--- config.mk ---
export PLATFORM = sky130hd
export DESIGN_NAME = hc_encoder_stage
export DESIGN_NICKNAME = d
export VERILOG_FILES = /design/src/rtl/hc_pkg.sv /design/src/rtl/hc_encoder_stage_fifo.sv /design/src/rtl/hc_encoder_stage.sv
export SDC_FILE = /design/constraint.sdc
export NUM_CORES = 1
export LEC_CHECK = 0
export CAP_MARGIN = 5
export CORE_ASPECT_RATIO = 1.25
export CORE_MARGIN = 1
export CORE_UTILIZATION = 40
export DETAILED_ROUTE_END_ITERATION = 16
export DONT_BUFFER_PORTS = 1
export SETUP_SLACK_MARGIN = 0.15
export SYNTH_ARGS = -nofsm -noshare
export SYNTH_HDL_FRONTEND = slang
export SYNTH_SLANG_ARGS = --single-unit
--- constraint.sdc ---
create_clock -name clk -period 6.45 [get_ports clk]
set_clock_uncertainty 0.1 [all_clocks]
set_input_delay 1.29 -clock clk [delete_from_list [all_inputs] [get_ports clk]]
set_output_delay 1.29 -clock clk [all_outputs]
set_load 0.05 [all_outputs]
--- src/rtl/hc_pkg.sv ---
// Shared definitions for the Hamming(21,16)+overall-parity SECDED codec.
// The encode function lives here so the decoder can rebuild reference
// codewords when it computes syndromes.
package hc_pkg;

    localparam int DATA_W = 16;
    localparam int CODE_W = 22;
    localparam int NPAR   = 5;

    typedef logic [DATA_W-1:0] hc_data_t;
    typedef logic [CODE_W-1:0] hc_code_t;

    // Places data bits at the non-power-of-two positions 3..21, fills the
    // parity bits at 1,2,4,8,16, then sets bit 0 to even parity over 21:1.
    function automatic hc_code_t hc_encode(input hc_data_t data);
        hc_code_t code;
        int       di;
        logic     par;
        code = '0;
        di   = 0;
        for (int p = 1; p < CODE_W; p++) begin
            if ((p & (p - 1)) != 0) begin
                code[p] = data[di];
                di++;
            end
        end
        // Parity slots are still zero here, so including them is harmless.
        for (int k = 0; k < NPAR; k++) begin
            par = 1'b0;
            for (int p = 1; p < CODE_W; p++) begin
                if (((p >> k) & 1) == 1) begin
                    par = par ^ code[p];
                end
            end
            code[1 << k] = par;
        end
        code[0] = ^code[CODE_W-1:1];
        return code;
    endfunction

endpackage

--- src/rtl/hc_encoder_stage_fifo.sv ---
// hc_sync_fifo: small synchronous FIFO with full/empty flags.
// DEPTH must be a power of two (2 or 4 here) so pointers wrap naturally.
// Storage is reset so a stale word can never reappear after reset.
module hc_sync_fifo #(
    parameter int WIDTH = 22,
    parameter int DEPTH = 2
) (
    input  logic             clk,
    input  logic             rst,
    input  logic             wr_en,
    input  logic [WIDTH-1:0] wr_data,
    input  logic             rd_en,
    output logic [WIDTH-1:0] rd_data,
    output logic             full,
    output logic             empty
);

    localparam int PTR_W = $clog2(DEPTH);
    localparam int OCC_W = $clog2(DEPTH + 1);

    logic [WIDTH-1:0] mem_q [DEPTH];
    logic [PTR_W-1:0] wr_ptr_q;
    logic [PTR_W-1:0] rd_ptr_q;
    logic [OCC_W-1:0] count_q;
    logic             do_wr;
    logic             do_rd;

    assign do_wr   = wr_en && !full;
    assign do_rd   = rd_en && !empty;
    assign full    = (count_q == OCC_W'(DEPTH));
    assign empty   = (count_q == '0);
    assign rd_data = mem_q[rd_ptr_q];

    // One register per entry, loaded when the write pointer selects it.
    generate
        for (genvar gi = 0; gi < DEPTH; gi++) begin : g_entry
            always_ff @(posedge clk) begin
                if (rst) begin
                    mem_q[gi] <= '0;
                end else if (do_wr && (wr_ptr_q == PTR_W'(gi))) begin
                    mem_q[gi] <= wr_data;
                end
            end
        end
    endgenerate

    // Pointers and occupancy; simultaneous write and read leave occupancy alone.
    always_ff @(posedge clk) begin
        if (rst) begin
            wr_ptr_q <= '0;
            rd_ptr_q <= '0;
            count_q  <= '0;
        end else begin
            if (do_wr) begin
                wr_ptr_q <= wr_ptr_q + 1'b1;
            end
            if (do_rd) begin
                rd_ptr_q <= rd_ptr_q + 1'b1;
            end
            case ({do_wr, do_rd})
                2'b10:   count_q <= count_q + 1'b1;
                2'b01:   count_q <= count_q - 1'b1;
                default: count_q <= count_q;
            endcase
        end
    end

endmodule

--- src/rtl/hc_encoder_stage.sv ---
// hc_encoder_stage: SECDED-encodes LFSR data words and buffers the
// codewords in a small FIFO behind valid/ready handshakes.
// Optional error injection is compiled in with `define HC_ERR_INJECT_EN.
module hc_encoder_stage
    import hc_pkg::*;
#(
    parameter int DEPTH = 2,
    parameter int CNT_W = 16
) (
    input  logic              clk,
    input  logic              rst,
`ifdef HC_ERR_INJECT_EN
    input  logic              inj_en,
    input  logic [4:0]        inj_pos,
    input  logic [4:0]        inj_pos2,
    input  logic              inj_double,
    input  logic [7:0]        inj_period,
`endif
    input  logic [DATA_W-1:0] in_data,
    input  logic              in_valid,
    output logic              in_ready,
    output logic [CODE_W-1:0] out_code,
    output logic              out_valid,
    input  logic              out_ready,
    output logic [CNT_W-1:0]  word_cnt,
    output logic              fifo_full
);

    hc_code_t         clean_code;
    hc_code_t         wr_code;
    logic             accept;
    logic             pop;
    logic             fifo_empty;
    logic [CNT_W-1:0] word_cnt_q;

    assign clean_code = hc_encode(in_data);
    assign in_ready   = !fifo_full;
    assign accept     = in_valid && in_ready;
    assign out_valid  = !fifo_empty;
    assign pop        = out_valid && out_ready;
    assign word_cnt   = word_cnt_q;

`ifdef HC_ERR_INJECT_EN
    logic [7:0] inj_cnt_q;
    logic       inj_hit;
    hc_code_t   inj_mask;

    assign inj_hit = inj_en && (inj_period != 8'd0) && ((inj_cnt_q + 8'd1) == inj_period);

    // Counts accepted words while injection is enabled; dropping inj_en restarts it.
    always_ff @(posedge clk) begin
        if (rst || !inj_en) begin
            inj_cnt_q <= 8'd0;
        end else if (accept) begin
            inj_cnt_q <= inj_hit ? 8'd0 : inj_cnt_q + 8'd1;
        end
    end

    // Flip mask for the selected word; positions above 21 select nothing.
    always_comb begin
        inj_mask = '0;
        if (inj_hit) begin
            if (inj_pos <= 5'd21) begin
                inj_mask[inj_pos] = 1'b1;
            end
            if (inj_double && (inj_pos2 <= 5'd21)) begin
                inj_mask[inj_pos2] = inj_mask[inj_pos2] ^ 1'b1;
            end
        end
    end

    assign wr_code = clean_code ^ inj_mask;
`else
    assign wr_code = clean_code;
`endif

    // Accepted-word counter, wraps silently.
    always_ff @(posedge clk) begin
        if (rst) begin
            word_cnt_q <= '0;
        end else if (accept) begin
            word_cnt_q <= word_cnt_q + 1'b1;
        end
    end

    hc_sync_fifo #(
        .WIDTH (CODE_W),
        .DEPTH (DEPTH)
    ) u_fifo (
        .clk     (clk),
        .rst     (rst),
        .wr_en   (accept),
        .wr_data (wr_code),
        .rd_en   (pop),
        .rd_data (out_code),
        .full    (fifo_full),
        .empty   (fifo_empty)
    );

endmodule

Word-level counts from Yosys, hierarchy flattened

Memories as Yosys holds them, arrays and structs flattened. A register that Yosys moved wholly into a read port is not among the register bits.
Index checks and enable logic that the tools add are counted.

Add/sub/neg operators: 5
Multiply operators: 0
Divide/modulo/power cells: 0
Magnitude comparators: 0
Eq/ne operators: 3
Shift-type cells: 0
Mux-type cells: 13
Bitwise gates (word level): 38
Reduce and logical (&&, ||, !) cells: 11

Operator list:

| operator                                                            | count |
|---|---|
| 22-bit two-way mux                                                  | 2 |
| 1-bit XOR                                                           | 35 |
| 21-bit XOR reduction                                                | 1 |
| 16-bit by 1-bit adder with 16-bit output (second input constant)    | 1 |
| 1-bit two-way mux                                                   | 10 |
| 1-bit logical AND                                                   | 6 |
| 2-bit == test (second input constant)                               | 2 |
| 2-bit case mux with 2 select lines                                  | 1 |
| 1-bit adder (second input constant)                                 | 2 |
| 2-bit by 1-bit adder with 2-bit output (second input constant)      | 1 |
| 2-bit by 1-bit == test with 1-bit output (second input constant)    | 1 |
| 1-bit zero test                                                     | 2 |
| 2-bit zero test                                                     | 1 |
| 1-bit OR                                                            | 2 |
| 2-bit nonzero test                                                  | 1 |
| 2-bit by 1-bit subtractor with 2-bit output (second input constant) | 1 |
| 1-bit inverter                                                      | 1 |

Bits in registers: 20
Bits in latches: 0
Bits in writable memories: 44
Bits in read-only memories: 0
Input port bits: 20
Word-level logic and storage cells: 75
Memories: 1

Memory list:

| name         | depth | width | read ports | clocked after memory_dff | write ports | line                        | text |
|---|---|---|---|---|---|---|---|
| u_fifo.mem_q | 2     | 22    | 1          | 1                        | 2           | hc_encoder_stage_fifo.sv:21 | `logic [WIDTH-1:0] mem_q [DEPTH];` |

Logic depth before layout (Yosys ltp)

Word-level depth: 11
Mapped depth: 8
Mapped depth without buffers: 7

Cells and area by module

Synthesis repeated with hierarchy kept, for this count alone.

Cell total of the unflattened synthesis: 277
Area total of the unflattened synthesis: 3244.4 sq um

By module, submodules not included:

| module           | times used | cells each | area each (sq um) |
|---|---|---|---|
| hc_sync_fifo     | 1          | 169        | 2207.1 |
| hc_encoder_stage | 1          | 108        | 1037.2 |

Worst setup path after synthesis

Ideal clock, no wire load.

Path type: in2reg
Start point: input in_valid
End point: memory u_fifo.mem_q[0][0] (enable)
Arrival: 2652 ps
Data required time: 5944 ps
Slack: 3292 ps
Cell stages on the path: 4
Path through: and2_1 > buf_4 > inv_2 > o21bai_1

RTL lines:

| item               | line                        | text |
|---|---|---|
| start: declaration | hc_encoder_stage.sv:20      | `input logic in_valid,` |
| end: declaration   | hc_encoder_stage_fifo.sv:21 |  |

==> results.toml <==
[status]
status = "complete, no violations"

[synth]
yosysWarnings = 0
synth_cell_types = 31
synth-seq-cells = 65
postSynthAreaPerCell_um2 = 12.32
synthesis.nets = 272
synth_cells = 250
yosysSeqAreaShare = 0.5654
synth_area_mm2 = 0.003080

[critical_path]
cp-start-kind = "register"
cp-end-kind = "output pin"
reg2reg_depth = 4
path_buf_inv = 0
max_stage_delay_ns = 0.96
worstSetupPathType = "reg -> out"
crit_arrival_ns = 1.86
crit_fanout = 22
r2r-start = "u_fifo.count_q[0]"
r2r_end = "u_fifo.mem_q[0][18]"
path_cells = "mux2_2"
worstPathRequired_ns = 5.06
cp.depth = 1
rrSetupSlack_ns = 3.66
path_delay_family = "flip-flops"
critPathSlowestCell = "dfxtp_1"

[timing]
drv_slew = 0
fin_crit_sh = 0.5031
finalSetupViolations = 0
hold_slack_ns = 0.4061
period_minus_slack_ns = 3.245
maxSlewHeadroom = 0.2297
rsz0062_at_grt = "no"
fin_setup_tns_ns = 0
worstMarginPinSlew_ns = 1.155
fin_ws_ns = 3.205
fmax_ghz = 0.3082
finalHoldViolations = 0

[floorplanning]
rows = 35
die_h_um = 100.1
die-area_mm2 = 0.008058
dieWidth_um = 80.49
io-pin-count = 61
start_util = 0.4162
core-area_mm2 = 0.007401

[global_routing]
grt_pass1_vias = 1717
grtUsageTotal = 0.1506
overflow = 0
grt_start_max_net_pins = 28
grt_pass1_wl_um = 8707
grt_antenna_before_repair = 0

[layout]
fillers = 706
diodes = 0
fin_cells = 347
nets = 272
regArea_mm2 = 0.001742
area_growth_pct = 8.042
multi_input_area_mm2 = 0.001290
drive_above_1_share = 0.1922

[placement]
dp_cells = 331
hpwl_um = 3753
io_buffers = 0
gp_congestion = 0.7098
place_ws_ns = 3.364

[pwr]
irDropWorstVdd_uv = 273.3
p_leak_uw = 0.001251
cellPowerDensity_mw_per_mm2 = 403.9
total_power_uw = 1344

[cts]
ctsResizeCount = 0
cts_max_path_buffers = 2
postCtsSetupBuffers = 0
cts_root_buf = "clkbuf_8"
insertion_delay_ns = 0.33
cts_tree = "done"
cts.sinks = 65
cts.clk_slew.worst_paths_ns = 0.07
cts_hold_buf = 0
numCtsBuffers = 9
htreeDepth = 3

[detailed_routing]
dr_total_vias = 1740
drt_iter0_markers = 42
drc_errors = 0
drt-total-wl_um = 5441
postRouteAntennaNets = 0
via_per_inst = 5.014
dr.pass1.iters = 4
post_drt_wl_per_cell_um = 15.68

[worst_hold_path]
hp-start = "u_fifo.rd_ptr_q"
min_path_cells = 2
hold_path.class = "reg -> reg"

[job]
drv_cap = 0
-- registers in the layout, indices dropped and copies added, names as in the netlist, named ones only --
| signal | count |
|---|---|
| u_fifo.count_q | 2 |
| u_fifo.mem_q | 44 |
| word_cnt | 16 |
| u_fifo.wr_ptr_q | 1 |
| u_fifo.rd_ptr_q | 1 |
-- layout make-up --
cell class,count,share of cell area
Clock buffer,12,0.04662
Clock inverter,4,0.005639
Inverter,2,0.002256
Multi-Input combinational cell,172,0.3876
Sequential cell,65,0.5233
Tap cell,92,0.03459
-- stage by stage --
stage | cell area [um^2] | util
after global routing | 3328 | 0.4497
after floorplan | 3080 | -
after global placement | 3154 | 0.4262
after detailed placement | 3154 | 0.4262
final | 3328 | 0.4497
after CTS | 3328 | 0.4497
-- worst max-delay path by stage --
stage	from	endpoint	slack, ns
final	register	out_code[21]	3.20
after global routing	register	out_code[21]	3.04
after global placement	in_valid	u_fifo.mem_q[0][12]	3.40
after detailed placement	in_valid	u_fifo.mem_q[0][18]	3.36
after floorplan	in_valid	u_fifo.mem_q[0][0]	3.29
after CTS	register	out_code[21]	3.10
-- worst min-delay path, cell delays in order, from the launching register on --
cell,delay [ns]
dfxtp_1,0.32
xnor2_1,0.08
nor2_1,0.08
-- synthesized netlist by cell type --
cell type / number / area share
a21oi_1: 2 / 0.0032
nand3_1: 5 / 0.0081
and2_2: 2 / 0.0049
dfxtp_1: 21 / 0.14
and2_1: 33 / 0.067
edfxtp_1: 44 / 0.43
nor3_2: 1 / 0.0032
xor2_1: 16 / 0.045
nand2_1: 8 / 0.0097
and3_1: 3 / 0.0061
xnor2_2: 2 / 0.011
xnor3_2: 1 / 0.0077
nand2b_1: 2 / 0.0041
buf_1: 2 / 0.0024
and4_1: 3 / 0.0085
or3_1: 2 / 0.0041
ha_1: 2 / 0.0081
clkbuf_1: 8 / 0.0097
buf_4: 1 / 0.0024
o21bai_1: 1 / 0.0024
or2_2: 2 / 0.0041
o21ai_0: 1 / 0.0016
inv_2: 1 / 0.0012
nor2_1: 32 / 0.039
inv_1: 1 / 0.0012
xor2_2: 2 / 0.011
nor3b_2: 1 / 0.0041
xnor2_1: 25 / 0.071
nand4_1: 3 / 0.0061
xnor3_1: 1 / 0.0073
mux2_2: 22 / 0.080
-- power breakdown --
group / internal (uW) / switching [uW] / total [uW]
Clock: 157 / 145 / 302
Combinational: 135 / 328 / 463
Sequential: 522 / 57.0 / 579
-- metal layers --
layer	up-vias	global-route usage	routed length, um	share of wire
met5	-	0	0	0
met2	57	0.2490	2826	0.52
met3	7	0.07727	399	0.073
met4	0	0.07005	79	0.015
li1	837	-	-	-
met1	839	0.1570	2136	0.39
-- cells by family after synthesis --
kind of cell | share of synthesized area
simple gates | 0.1690
flops | 0.5654
xor+xnor | 0.1527
mux | 0.08042
buf+inv | 0.01706
compound gates | 0.007311
fa+ha+maj | 0.008122
-- placed cells by master, fill, tap and decap left out --
cell / count
xor2_2: 2
and2_1: 33
clkinv_1: 1
edfxtp_1: 44
dfxtp_1: 21
inv_1: 1
xor2_1: 16
nand2b_1: 2
inv_2: 1
ha_1: 2
nand4_1: 3
clkbuf_8: 11
or2_2: 2
clkinv_2: 3
xnor3_2: 1
xnor3_1: 1
and2_2: 2
nor3b_2: 1
nor2_1: 32
xnor2_2: 2
o21bai_2: 1
mux2_2: 22
and4_1: 3
or3_1: 2
a21oi_1: 2
nand3_1: 5
xnor2_1: 25
clkbuf_1: 1
nor3_2: 1
and3_1: 3
nand2_1: 8
o21ai_0: 1
No activity file was read; power rests on OpenSTA's default activity.
